<file path="src/rtl/cdc_pulse_tx_if.sv">
// cdc_pulse_tx_if: event strobe, toggle handshake and status bundle for the pulse sender.
interface cdc_pulse_tx_if #(
    parameter int CNT_W = 4
);
    logic             d;
    logic             ack_toggle;
    logic             ovf_clr;
    logic             req_toggle;
    logic             busy;
    logic             sent;
    logic [CNT_W-1:0] pending;
    logic             overflow;

    modport slave (
        input  d, ack_toggle, ovf_clr,
        output req_toggle, busy, sent, pending, overflow
    );

    modport master (
        output d, ack_toggle, ovf_clr,
        input  req_toggle, busy, sent, pending, overflow
    );
endinterface

</file>
<file path="src/rtl/cdc_pulse_tx.sv">
// cdc_pulse_tx: sending end of a toggle pulse crossing; queues strobe edges and issues
// one request flip per event, each gated on the resynchronised acknowledge toggle.
module cdc_pulse_tx #(
    parameter int CNT_W       = 4,
    parameter int SYNC_STAGES = 2
) (
    input logic            clk_d,
    input logic            reset_n,
    cdc_pulse_tx_if.slave  bus
);
    typedef enum logic {IDLE, WAIT_ACK} state_t;

    state_t                 state_q, state_d;
    logic                   d_prev_q, d_prev_d;
    logic                   req_q, req_d;
    logic                   sent_q, sent_d;
    logic                   overflow_q, overflow_d;
    logic [CNT_W-1:0]       pending_q, pending_d;
    logic [SYNC_STAGES-1:0] ack_sync_q, ack_sync_d;
    logic                   evt, dec, inc, drop, issue, ack_s;

    assign ack_s = ack_sync_q[SYNC_STAGES-1];

    always_comb begin
        ack_sync_d = {ack_sync_q[SYNC_STAGES-2:0], bus.ack_toggle};
        d_prev_d   = bus.d;
        evt        = bus.d & ~d_prev_q;
        dec        = (state_q == WAIT_ACK) && (ack_s == req_q);
        inc        = evt & (~&pending_q | dec);
        drop       = evt & ~inc;
        // issue looks at the registered count, so a fresh event waits one cycle
        issue      = (state_q == IDLE) && (pending_q != '0);
        pending_d  = pending_q + CNT_W'(inc) - CNT_W'(dec);
        req_d      = req_q ^ issue;
        sent_d     = dec;
        overflow_d = drop | (overflow_q & ~bus.ovf_clr);
        state_d    = issue ? WAIT_ACK : dec ? IDLE : state_q;
    end

    always_ff @(posedge clk_d) begin
        if (!reset_n) begin
            state_q    <= IDLE;
            d_prev_q   <= 1'b0;
            req_q      <= 1'b0;
            sent_q     <= 1'b0;
            overflow_q <= 1'b0;
            pending_q  <= '0;
            ack_sync_q <= '0;
        end else begin
            state_q    <= state_d;
            d_prev_q   <= d_prev_d;
            req_q      <= req_d;
            sent_q     <= sent_d;
            overflow_q <= overflow_d;
            pending_q  <= pending_d;
            ack_sync_q <= ack_sync_d;
        end
    end

    assign bus.req_toggle = req_q;
    assign bus.busy       = (state_q == WAIT_ACK);
    assign bus.sent       = sent_q;
    assign bus.pending    = pending_q;
    assign bus.overflow   = overflow_q;
endmodule

</file>
<file path="src/flat_wrapper.sv">
// flat-port wrapper written by rule: the top's interface ports become plain ports
module cdc_pulse_tx_flat 
#(
    parameter int CNT_W       = 4,
    parameter int SYNC_STAGES = 2
)
  (clk_d, reset_n, bus_d, bus_ack_toggle, bus_ovf_clr, bus_req_toggle, bus_busy, bus_sent, bus_pending, bus_overflow);
  cdc_pulse_tx_if #(.CNT_W(CNT_W)) bus_i ();
  input logic clk_d;
  input logic reset_n;
  input wire logic [$bits(bus_i.d)-1:0] bus_d;
  input wire logic [$bits(bus_i.ack_toggle)-1:0] bus_ack_toggle;
  input wire logic [$bits(bus_i.ovf_clr)-1:0] bus_ovf_clr;
  output wire logic [$bits(bus_i.req_toggle)-1:0] bus_req_toggle;
  output wire logic [$bits(bus_i.busy)-1:0] bus_busy;
  output wire logic [$bits(bus_i.sent)-1:0] bus_sent;
  output wire logic [$bits(bus_i.pending)-1:0] bus_pending;
  output wire logic [$bits(bus_i.overflow)-1:0] bus_overflow;
  assign bus_i.d = bus_d;
  assign bus_i.ack_toggle = bus_ack_toggle;
  assign bus_i.ovf_clr = bus_ovf_clr;
  assign bus_req_toggle = bus_i.req_toggle;
  assign bus_busy = bus_i.busy;
  assign bus_sent = bus_i.sent;
  assign bus_pending = bus_i.pending;
  assign bus_overflow = bus_i.overflow;
  cdc_pulse_tx #(.CNT_W(CNT_W), .SYNC_STAGES(SYNC_STAGES)) u_core (.clk_d(clk_d), .reset_n(reset_n), .bus(bus_i));
endmodule
</file>
<file path="config.mk">
export PLATFORM = sky130hd
export DESIGN_NAME = cdc_pulse_tx_flat
export DESIGN_NICKNAME = d
export VERILOG_FILES = /design/src/rtl/cdc_pulse_tx_if.sv /design/src/rtl/cdc_pulse_tx.sv /design/src/flat_wrapper.sv
export SDC_FILE = /design/constraint.sdc
export NUM_CORES = 1
export LEC_CHECK = 0
export ABC_AREA = 1
export ABC_CLOCK_PERIOD_IN_PS = 2400
export CORE_AREA = 10 10 47 49
export CTS_CLUSTER_SIZE = 40
export DETAILED_ROUTE_END_ITERATION = 6
export DIE_AREA = 0 0 57 59
export HOLD_SLACK_MARGIN = 0.06
export PLACE_DENSITY = 0.66
export RECOVER_POWER = 50
export SYNTH_ARGS = -nofsm -noshare
export SYNTH_HDL_FRONTEND = slang
export SYNTH_SLANG_ARGS = --single-unit
</file>
<file path="constraint.sdc">
create_clock -name clk_d -period 2.4 [get_ports clk_d]
set_input_delay 0.36 -clock clk_d [delete_from_list [all_inputs] [get_ports clk_d]]
set_output_delay 0.36 -clock clk_d [all_outputs]
set_load 0.05 [all_outputs]
</file>
==> impl_metrics.toml <==
[sta]
relSlewSlack_pct = 66.5
max_freq_ghz = 0.518
tightest_slew_ns = 0.501
finalMaxSlewViolations = 0
period_needed_ns = 1.93
finClkSkew_ns = 0.00484
timing.final.crit_share_pct = 80.4
setup_viol = 0
finalSetupTns_ns = 0
hold_viol_final = 0
rsz0062_at_grt = "false"

[global_route]
grt_pass1_wl_mm = 1.67
antenna_found_initial = 0
grt_pass1_vias = 433
grt_max_degree = 9
track_usage_pct = 6.01
grt_overflow = 0

[worst_setup_path]
cp_common_cell = "inv_1"
cpPeakStageDelay_ns = 0.38
crit_family = "adder cells"
start_kind = "register"
crit_slowest_cell = "dfxtp_1"
cp_data_arrival_time_ns = 2.09
crit_type = "reg2reg"
path_buf_inv = 4
setup.worst_path.end_class = "register"
path_max_fanout = 5
required_ns = 2.56
crit_chain = "inv_1 -> nand2_1 -> nand3_1 -> inv_1 -> ha_1 -> inv_1 -> ha_1 -> inv_1 -> fa_1 -> xor2_1 -> nor2_1"

[final_layout]
n_fill_cell = 147
final_util_pct = 49.7
nets = 96
layout_commonest_cell = "inv_1"
final_cell_mix = "inv_1, dfxtp_1, nand2_1, clkdlybuf4s50_1, nor2_1"
drive_gt1_share_pct = 7.23
area_growth_pct = 28.9
finalNonFillerCells = 99
antennaDiodeCount = 0

[routing]
route.detailed.drc = 0
wl_per_cell_um = 9.35
highest-signal-layer = "met3"
drt_iter0_drc = 5
dr_total_vias = 430
drt-pass1-iter-count = 2
totalWireLength_um = 926
wl_met1_um = 467
wl_met2_um = 381
via_per_inst = 4.34
routed-wl-met3_um = 77
ant_nets = 0

[run]
cap_viol_max_count = 0

[placement]
dpl.hpwl_um = 771
dp_cells = 95
place_congestion = 0.685
port_buffers = 12

[power]
cellPowerDensity_nw_per_um2 = 1300
p_int_mw = 0.482
p_sw_mw = 0.427
switching_share_pct = 46.9
comb_power_share_pct = 55.9
power.share.clock_pct = 14.0
seqPwrFrac_pct = 30.1
cellLeakagePower_nw = 0.347
ir_worst_vdd_uv = 618
finalPower_mw = 0.909

[clock_tree]
cts_tree = "built"
clk_latency_ns = 0.26
htree_levels = 1
cts_resized = 0
numCtsBuffers = 3
clk_pin_slew_ns = 0.08
post-cts-setup-buffers = 0
cts-root-buf = "clkbuf_4"
clock_path_buffers = 2
cts.sinks = 11
hold_buffers = 0

[yosys]
synth_top_area_cell = "dfxtp_1"
syn_area_um2 = 541
netlist.area_leader.share_pct = 40.7
synth.distinct_cells = 15
syn_inst = 68
syn_area_per_cell_um2 = 7.95
syn_nets = 80
ys_seq_elements = 11
seq_area_frac_synth_pct = 40.7
synth_warnings = 0
synth_top_cells_by_area = "dfxtp_1, ha_1, inv_1"

[die]
die-area_um2 = 3360
coreArea_um2 = 1400
die_h_um = 59
rows = 14
start_util_pct = 38.6
ios = 13
fp.dieW_um = 57

[min_path]
hold_class = "reg2reg"

[status]
status = "completed"
synth_stat cells:
library cell  number
inv_1             17
dfxtp_1           11
nand2_1           10
nor2_1             8
ha_1               6
nand3_1            4
a21oi_1            3
nand3_2            2
a21boi_1           1
a21oi_2            1
clkbuf_2           1
fa_1               1
inv_2              1
o21ai_0            1
xor2_1             1
registers in the layout, indices dropped and copies added (netlist names):
name,cells
u_core.bus.req_toggle,1
u_core.d_prev_q,1
u_core.bus.sent,1
u_core.bus.busy,1
u_core.ack_sync_q,2
u_core.bus.overflow,1
u_core.bus.pending,4
per-layer routing:
layer	track usage (%)	vias to the layer above
li1	-	234
met1	6.90	184
met2	8.99	12
met3	3.65	0
met4	2.01	0
met5	0	-
path summary, 6_finish.rpt:
path | slack [ns] | cells after the start | endpoint | start
setup / recovery | 0.47 | 11 | u_core.bus.pending[2] | u_core.bus.req_toggle
hold / removal | 0.42 | 2 | u_core.ack_sync_q[1] | u_core.ack_sync_q[0]
setup reg to reg | 0.47 | 11 | u_core.bus.pending[2] | u_core.bus.req_toggle
hold reg to reg | 0.42 | 2 | u_core.ack_sync_q[1] | u_core.ack_sync_q[0]
power groups by stage:
stage / sequential [mW] / clock, mW / combinational, mW
3_3_place_gp: 0.280 / 0 / 0.514
5_1_grt: 0.284 / 0.142 / 0.570
4_1_cts: 0.278 / 0.132 / 0.520
6_report: 0.274 / 0.127 / 0.508
3_5_place_dp: 0.281 / 0 / 0.518
2_1_floorplan: 0.433 / 0 / 0.224
worst reg2reg max path, delay by kind of cell (launching register included):
family,cells,cell delay (ns)
simple gates,3,0.26
buf+inv,4,0.29
xor+xnor,1,0.13
flops,1,0.38
fa+ha+maj,3,0.77
layout make-up:
class | instances | area (µm²) | share of cell area [%]
Clock buffer | 4 | 26.3 | 3.77
Sequential cell | 11 | 220 | 31.6
Multi-Input combinational cell | 38 | 243 | 34.8
Tap cell | 16 | 20.0 | 2.87
Timing Repair Buffer | 12 | 120 | 17.2
Inverter | 18 | 67.6 | 9.69
stage by stage:
step | hold slack (ns) | cell area, µm² | worst slack, ns
after floorplan | 0.390 | 541 | 0.278
after global placement | 0.393 | 676 | 0.329
after detailed placement | 0.406 | 676 | 0.271
after CTS | 0.424 | 702 | 0.480
after global routing | 0.440 | 697 | 0.282
final | 0.418 | 697 | 0.471
cells by family (layout without fill, tap and decap cells):
| group | Yosys count | count (layout) | synth area share [%] |
|---|---|---|---|
| flops | 11 | 11 | 40.7 |
| compound gates | 6 | 6 | 6.71 |
| fa+ha+maj | 7 | 7 | 17.6 |
| buf+inv | 19 | 34 | 13.4 |
| xor+xnor | 1 | 1 | 1.62 |
| simple gates | 24 | 24 | 19.9 |
Note: power is estimated with default switching activity, not from simulation.
